==> src/rtl/lag_fifo_v.sv <==
// First-word-fall-through flit FIFO with occupancy flags.
// Define LAG_ROUTE_EN to rewrite the output-port field of head flits with an XY route.
module lag_fifo_v #(
    parameter int size         = 4,
    parameter int dw           = 64,
    parameter int head_bit     = 63,
    parameter int router_radix = 5,
    parameter int x_addr_bits  = 2,
    parameter int y_addr_bits  = 2
) (
    input  logic          clk,
    input  logic          rst_n,
    input  logic          push,
    input  logic          pop,
    input  logic [dw-1:0] data_in,
    output logic [dw-1:0] data_out,
    output logic [3:0]    flags
);

    localparam int ptr_w = (size > 1) ? $clog2(size) : 1;
    localparam int cnt_w = $clog2(size + 1);
    localparam int x_lo  = router_radix;
    localparam int y_lo  = router_radix + x_addr_bits + 1;

    localparam logic [ptr_w-1:0] last_ptr  = ptr_w'(size - 1);
    localparam logic [ptr_w-1:0] zero_ptr  = {ptr_w{1'b0}};
    localparam logic [cnt_w-1:0] zero_cnt  = {cnt_w{1'b0}};
    localparam logic [cnt_w-1:0] one_cnt   = cnt_w'(1);
    localparam logic [cnt_w-1:0] full_cnt  = cnt_w'(size);
    localparam logic [cnt_w-1:0] nfull_cnt = cnt_w'(size - 1);

    logic [dw-1:0]    mem_r [size];
    logic [ptr_w-1:0] rd_ptr_r;
    logic [ptr_w-1:0] wr_ptr_r;
    logic [cnt_w-1:0] count_r;
    logic             do_push_s;
    logic             do_pop_s;
    logic [dw-1:0]    head_s;

    function automatic logic [ptr_w-1:0] next_ptr(input logic [ptr_w-1:0] p);
        if (p == last_ptr) begin
            return zero_ptr;
        end else begin
            return p + ptr_w'(1'b1);
        end
    endfunction

    // X has priority over Y; displacement fields are two's complement.
    function automatic logic [dw-1:0] route_flit(input logic [dw-1:0] f);
        logic [x_addr_bits:0] x_v;
        logic [y_addr_bits:0] y_v;
        logic [4:0]           port_v;
        logic [dw-1:0]        r_v;
        x_v    = f[x_lo +: x_addr_bits + 1];
        y_v    = f[y_lo +: y_addr_bits + 1];
        port_v = 5'b10000;
        r_v    = f;
        if (!f[head_bit]) begin
            r_v = f;
        end else if (x_v[x_addr_bits]) begin
            port_v = 5'b01000;
        end else if (x_v != {(x_addr_bits + 1){1'b0}}) begin
            port_v = 5'b00010;
        end else if (y_v[y_addr_bits]) begin
            port_v = 5'b00100;
        end else if (y_v != {(y_addr_bits + 1){1'b0}}) begin
            port_v = 5'b00001;
        end else begin
            port_v = 5'b10000;
        end
        if (f[head_bit]) begin
            r_v[router_radix-1:0] = router_radix'(port_v);
        end else begin
            r_v = f;
        end
        return r_v;
    endfunction

    // Accept decisions: a pop on a full FIFO frees the slot a same-cycle push uses.
    always_comb begin
        do_pop_s  = 1'b0;
        do_push_s = 1'b0;
        if (pop && (count_r != zero_cnt)) begin
            do_pop_s = 1'b1;
        end else begin
            do_pop_s = 1'b0;
        end
        if (push && ((count_r != full_cnt) || do_pop_s)) begin
            do_push_s = 1'b1;
        end else begin
            do_push_s = 1'b0;
        end
    end

    // Pointer and occupancy state with synchronous active-high reset.
    always_ff @(posedge clk) begin
        if (rst_n) begin
            rd_ptr_r <= zero_ptr;
            wr_ptr_r <= zero_ptr;
            count_r  <= zero_cnt;
        end else begin
            if (do_push_s) begin
                wr_ptr_r <= next_ptr(wr_ptr_r);
            end
            if (do_pop_s) begin
                rd_ptr_r <= next_ptr(rd_ptr_r);
            end
            case ({do_push_s, do_pop_s})
                2'b10:   count_r <= count_r + one_cnt;
                2'b01:   count_r <= count_r - one_cnt;
                default: count_r <= count_r;
            endcase
        end
    end

    // Flit storage; never cleared, a push during reset is discarded.
    always_ff @(posedge clk) begin
        if (do_push_s && !rst_n) begin
            mem_r[wr_ptr_r] <= data_in;
        end
    end

    // Fall-through read port and status flags.
    always_comb begin
        head_s = mem_r[rd_ptr_r];
        if (count_r == zero_cnt) begin
            data_out = {dw{1'b0}};
        end else begin
`ifdef LAG_ROUTE_EN
            data_out = route_flit(head_s);
`else
            data_out = head_s;
`endif
        end
        flags = {count_r == nfull_cnt, count_r == full_cnt,
                 count_r == one_cnt, count_r == zero_cnt};
    end

endmodule

==> config.mk <==
export PLATFORM = sky130hd
export DESIGN_NAME = lag_fifo_v
export DESIGN_NICKNAME = d
export VERILOG_FILES = /design/src/rtl/lag_fifo_v.sv
export SDC_FILE = /design/constraint.sdc
export NUM_CORES = 1
export LEC_CHECK = 0
export ABC_AREA = 1
export BUFFER_PORTS_ARGS = -buffer_cell sky130_fd_sc_hd__clkbuf_2
export CORE_MARGIN = 2
export CORE_UTILIZATION = 45
export DETAILED_ROUTE_END_ITERATION = 16
export GPL_TIMING_DRIVEN = 0
export PLACE_DENSITY = 0.77
export RECOVER_POWER = 100
export SYNTH_ARGS = -nofsm -noshare
export SYNTH_HDL_FRONTEND = slang
export SYNTH_SLANG_ARGS = --single-unit
==> constraint.sdc <==
create_clock -name clk -period 4.35 [get_ports clk]
set_input_delay 0.2175 -clock clk [delete_from_list [all_inputs] [get_ports clk]]
set_output_delay 0.2175 -clock clk [all_outputs]
set_load 0.02 [all_outputs]
==> metrics.csv <==
stage,metric,value,unit
run_status,outcome,completed,
critical_path,worst-path-buf-inv,2,
timing,final-setup-viol-count,0,
drt,viasPerCell,5.07,
drt,drt_drc_violations_left,0,
critical_path,critical_path.slowest_cell,sky130_fd_sc_hd__nor2_1,
grt,grt_start_max_net_pins,30,
critical_path,cp_cell_sequence,inv_1 > ha_1 > nand2_1 > o21ai_0 > or2_0 > nor2_1 > buf_12,
synthesis,compound_gate_fraction_of_synth_area,0.0979,
power_and_ir_drop,p_seq_frac,0.402,
timing,drv_slew,0,
placed_design,gp_congestion,0.732,
critical_path,timing.critical_path.from_type,flip-flop,
drt,detail_route.wl_per_cell,17.3,um
power_and_ir_drop,power_report.internal_total,4.75,mW
grt,grt_antenna_before_repair,0,
clock_network,clock_root_cell,sky130_fd_sc_hd__clkbuf_16,
clock_network,cts_made_buffers,26,
clock_network,cts_tree,yes,
power_and_ir_drop,worst_ir_drop_vdd,0.000328,V
run,timing.max_cap.violations,0,
clock_network,cts_max_path_buffers,3,
timing,worst_slew_pin_slew,1.43,ns
power_and_ir_drop,total_switching_power,2.54,mW
floorplanning,ioPinCount,136,
floorplanning,floorplan.core_area,0.0228,mm^2
synthesis,yosys.cell_types.count,19,
final_layout,area_growth,24.1,%
timing,unrepaired_setup_endpoints_after_global_routing,false,
floorplanning,rows,55,
timing,finalCriticalPeriod,3.13,ns
critical_path,critPathTopFamily,simple AND/OR/NAND/NOR gates,
min_path,worst_hold_startpoint,push,
timing,hold_viol_final,0,
critical_path,max_fanout_on_critical_path,28,
synthesis,seq_area_frac_synth,0.751,
min_path,hold_path_depth,6,
drt,drt_first_pass_iters,5,
synthesis,syn-cell-area,0.0105,mm^2
final_layout,drive_gt1_frac,0.0699,
critical_path,worst_path_largest_cell_delay,1.10,ns
clock_network,clock-sinks,265,
placed_design,dp_hpwl,14700,um
grt,overflow,0,
final_layout,post-route-util,0.571,
synthesis,synthesis.yosys.warnings,0,
floorplanning,initial_core_util,0.460,
grt,first_global_vias,7151,
power_and_ir_drop,power-per-cell-area,561,mW/mm^2
final_layout,finish.net_count,1146,
critical_path,worst-r2r-cell-count,7,
synthesis,synth_top_family_by_area,simple AND/OR/NAND/NOR gates,
grt,wire_length_of_the_first_global_routing_pass,37200,um
clock_network,cts.reportedPaths.clkPinSlew,0.06,ns
synthesis,syn-mean-instance-area,12.6,um^2
critical_path,setup.worst_path.end_class,flip-flop,
power_and_ir_drop,power.clock.fraction,0.288,
final_layout,antennaDiodeCount,0,
synthesis,adder_cell_area_share_of_the_yosys_netlist,0.0119,
drt,vias,7110,
critical_path,rr_startpoint,count_r[0],
floorplanning,chip_width,157,um
min_path,holdPathEnd,count_r[2],
synthesis,synthXorXnorAreaFrac,0,
synthesis,synth_cells,832,
grt,grtUsageTotal,0.197,
power_and_ir_drop,power.share.combinational,0.309,
timing,totalNegativeSetupSlack,0,ns
timing,timing.fmax,319,MHz
floorplanning,die_area,0.0245,mm^2
synthesis,post_syn_nets,910,
floorplanning,die-height,157,um
timing,slew_headroom,0.0404,
synthesis,synth.ff_latch_count,265,
critical_path,endpoint_of_the_worst_slack_reg_to_reg_timing_path,mem_r[2][37],
drt,initialDrtViolationCount,505,
synthesis,post_synth_and_or_nand_nor_area_fraction,0.103,
power_and_ir_drop,p_leak,4.46,nW
timing,final_min_period_over_clock_period,0.720,
critical_path,setup.worst_path.class,reg -> reg,
min_path,kind_of_path_behind_the_tightest_hold_check,in -> reg,
final_layout,mostFrequentLayoutCells,"sky130_fd_sc_hd__nor2_1 (263), sky130_fd_sc_hd__edfxtp_1 (256), sky130_fd_sc_hd__clkbuf_1 (156), sky130_fd_sc_hd__o21ai_0 (123), sky130_fd_sc_hd__a21oi_1 (70)",
synthesis,post_synth_mux_area_share,0,
critical_path,reg2reg_slack,1.22,ns
placed_design,numPortBuffers,135,
clock_network,cts_max_level,1,
drt,routed_wirelength,24300,um
clock_network,clock_insertion_delay_worst_skew,0.52,ns
timing,final.setup_skew,0.00968,ns
drt,antenna_left,0,
final_layout,layout_commonest_cell,sky130_fd_sc_hd__nor2_1,
critical_path,critical_path_arrival,3.34,ns
power_and_ir_drop,switching_share,0.349,
critical_path,worstPathRequired,4.56,ns
## through the flow
step	total power [mW]	setup slack [ns]	area, um^2	hold WS, ns	instances
3_5_place_dp	5.28	1.75	11700	0.439	1288
2_1_floorplan	4.46	0.0163	10500	0.287	832
4_1_cts	7.41	1.74	13200	0.112	1401
5_1_grt	7.65	0.979	13000	0.153	1401
6_report	7.29	1.22	13000	0.136	1401
3_3_place_gp	5.23	-2.06	11500	0.434	1280
## power groups by stage
| stage | sequential (mW) | clock (mW) | combinational [mW] |
|---|---|---|---|
| floorplan | 2.99 | 0 | 1.47 |
| global placement | 3.00 | 0 | 2.24 |
| detailed placement | 2.99 | 0 | 2.29 |
| CTS | 2.93 | 2.12 | 2.35 |
| global route | 2.94 | 2.22 | 2.48 |
| finish | 2.93 | 2.10 | 2.26 |
## synth_stat cells
cell	number	area, um^2
sky130_fd_sc_hd__buf_2	13	65.1
sky130_fd_sc_hd__nand3_1	6	30.0
sky130_fd_sc_hd__o21ai_0	122	611
sky130_fd_sc_hd__buf_4	4	30.0
sky130_fd_sc_hd__dfxtp_1	9	180
sky130_fd_sc_hd__nor2_1	264	991
sky130_fd_sc_hd__nand2_1	13	48.8
sky130_fd_sc_hd__buf_6	12	135
sky130_fd_sc_hd__edfxtp_1	256	7690
sky130_fd_sc_hd__or2_2	1	6.26
sky130_fd_sc_hd__inv_1	17	63.8
sky130_fd_sc_hd__nand2_2	1	6.26
sky130_fd_sc_hd__a21oi_1	70	350
sky130_fd_sc_hd__clkbuf_1	13	48.8
sky130_fd_sc_hd__o211a_1	1	10.0
sky130_fd_sc_hd__inv_2	3	11.3
sky130_fd_sc_hd__buf_1	6	22.5
sky130_fd_sc_hd__o21ai_1	11	55.1
sky130_fd_sc_hd__ha_1	10	125
## routing by layer
layer | global-route usage | wire length, um | up-vias
met4 | 0.0533 | 420 | 0
met3 | 0.0368 | 1560 | 32
met1 | 0.251 | 10100 | 3427
li1 | - | - | 3414
met5 | 0 | 0 | -
met2 | 0.347 | 12200 | 237
## sequential cells by signal, indices dropped and copies added (netlist names), named ones only
name,flops
wr_ptr_r,2
rd_ptr_r,2
mem_r,256
count_r,3
## cell families after synthesis
| family | count (synthesis) |
|---|---|
| flip-flops | 265 |
| AND/OR/NAND/NOR | 285 |
| buffers and inverters | 68 |
| AO/OA/AOI/OAI | 204 |
| adder cells (fa/ha/maj) | 10 |
## worst max path at each step
stage / to / slack [ns] / from / depth (start not counted)
floorplan: mem_r[0][0] / 0.02 / count_r[0] / 6
global placement: mem_r[2][30] / -2.06 / count_r[0] / 6
detailed placement: mem_r[3][30] / 1.75 / count_r[0] / 7
CTS: mem_r[3][37] / 1.74 / count_r[0] / 7
global route: mem_r[2][37] / 0.98 / count_r[0] / 7
finish: mem_r[2][37] / 1.22 / count_r[0] / 7
## worst register-to-register path, cell delays in order (launching register included)
cell                      delay (ns)
sky130_fd_sc_hd__dfxtp_1        0.37
sky130_fd_sc_hd__inv_1          0.09
sky130_fd_sc_hd__ha_1           0.24
sky130_fd_sc_hd__nand2_1        0.12
sky130_fd_sc_hd__o21ai_0        0.20
sky130_fd_sc_hd__or2_0          0.36
sky130_fd_sc_hd__nor2_1         1.10
sky130_fd_sc_hd__buf_12         0.31
## repair_timing
action | 4_1_cts | 5_1_grt
gates resized for setup | 0 | 0
hold buffers | 65 | 0
buffers inserted | 0 | 0
hold endpoints to repair | 259 | 0
## cell type report
| cell class | instances | area, um^2 |
|---|---|---|
| flip-flops and latches | 265 | 7870 |
| plain buffers | 48 | 294 |
| clock inverters | 9 | 67.6 |
| repair buffers | 208 | 1340 |
| multi-input cells | 499 | 2240 |
| fillers | 1859 | 9780 |
| well taps | 313 | 392 |
| inverters | 20 | 75.1 |
| clock buffers | 39 | 731 |
Note: power is estimated with default switching activity, not from simulation.
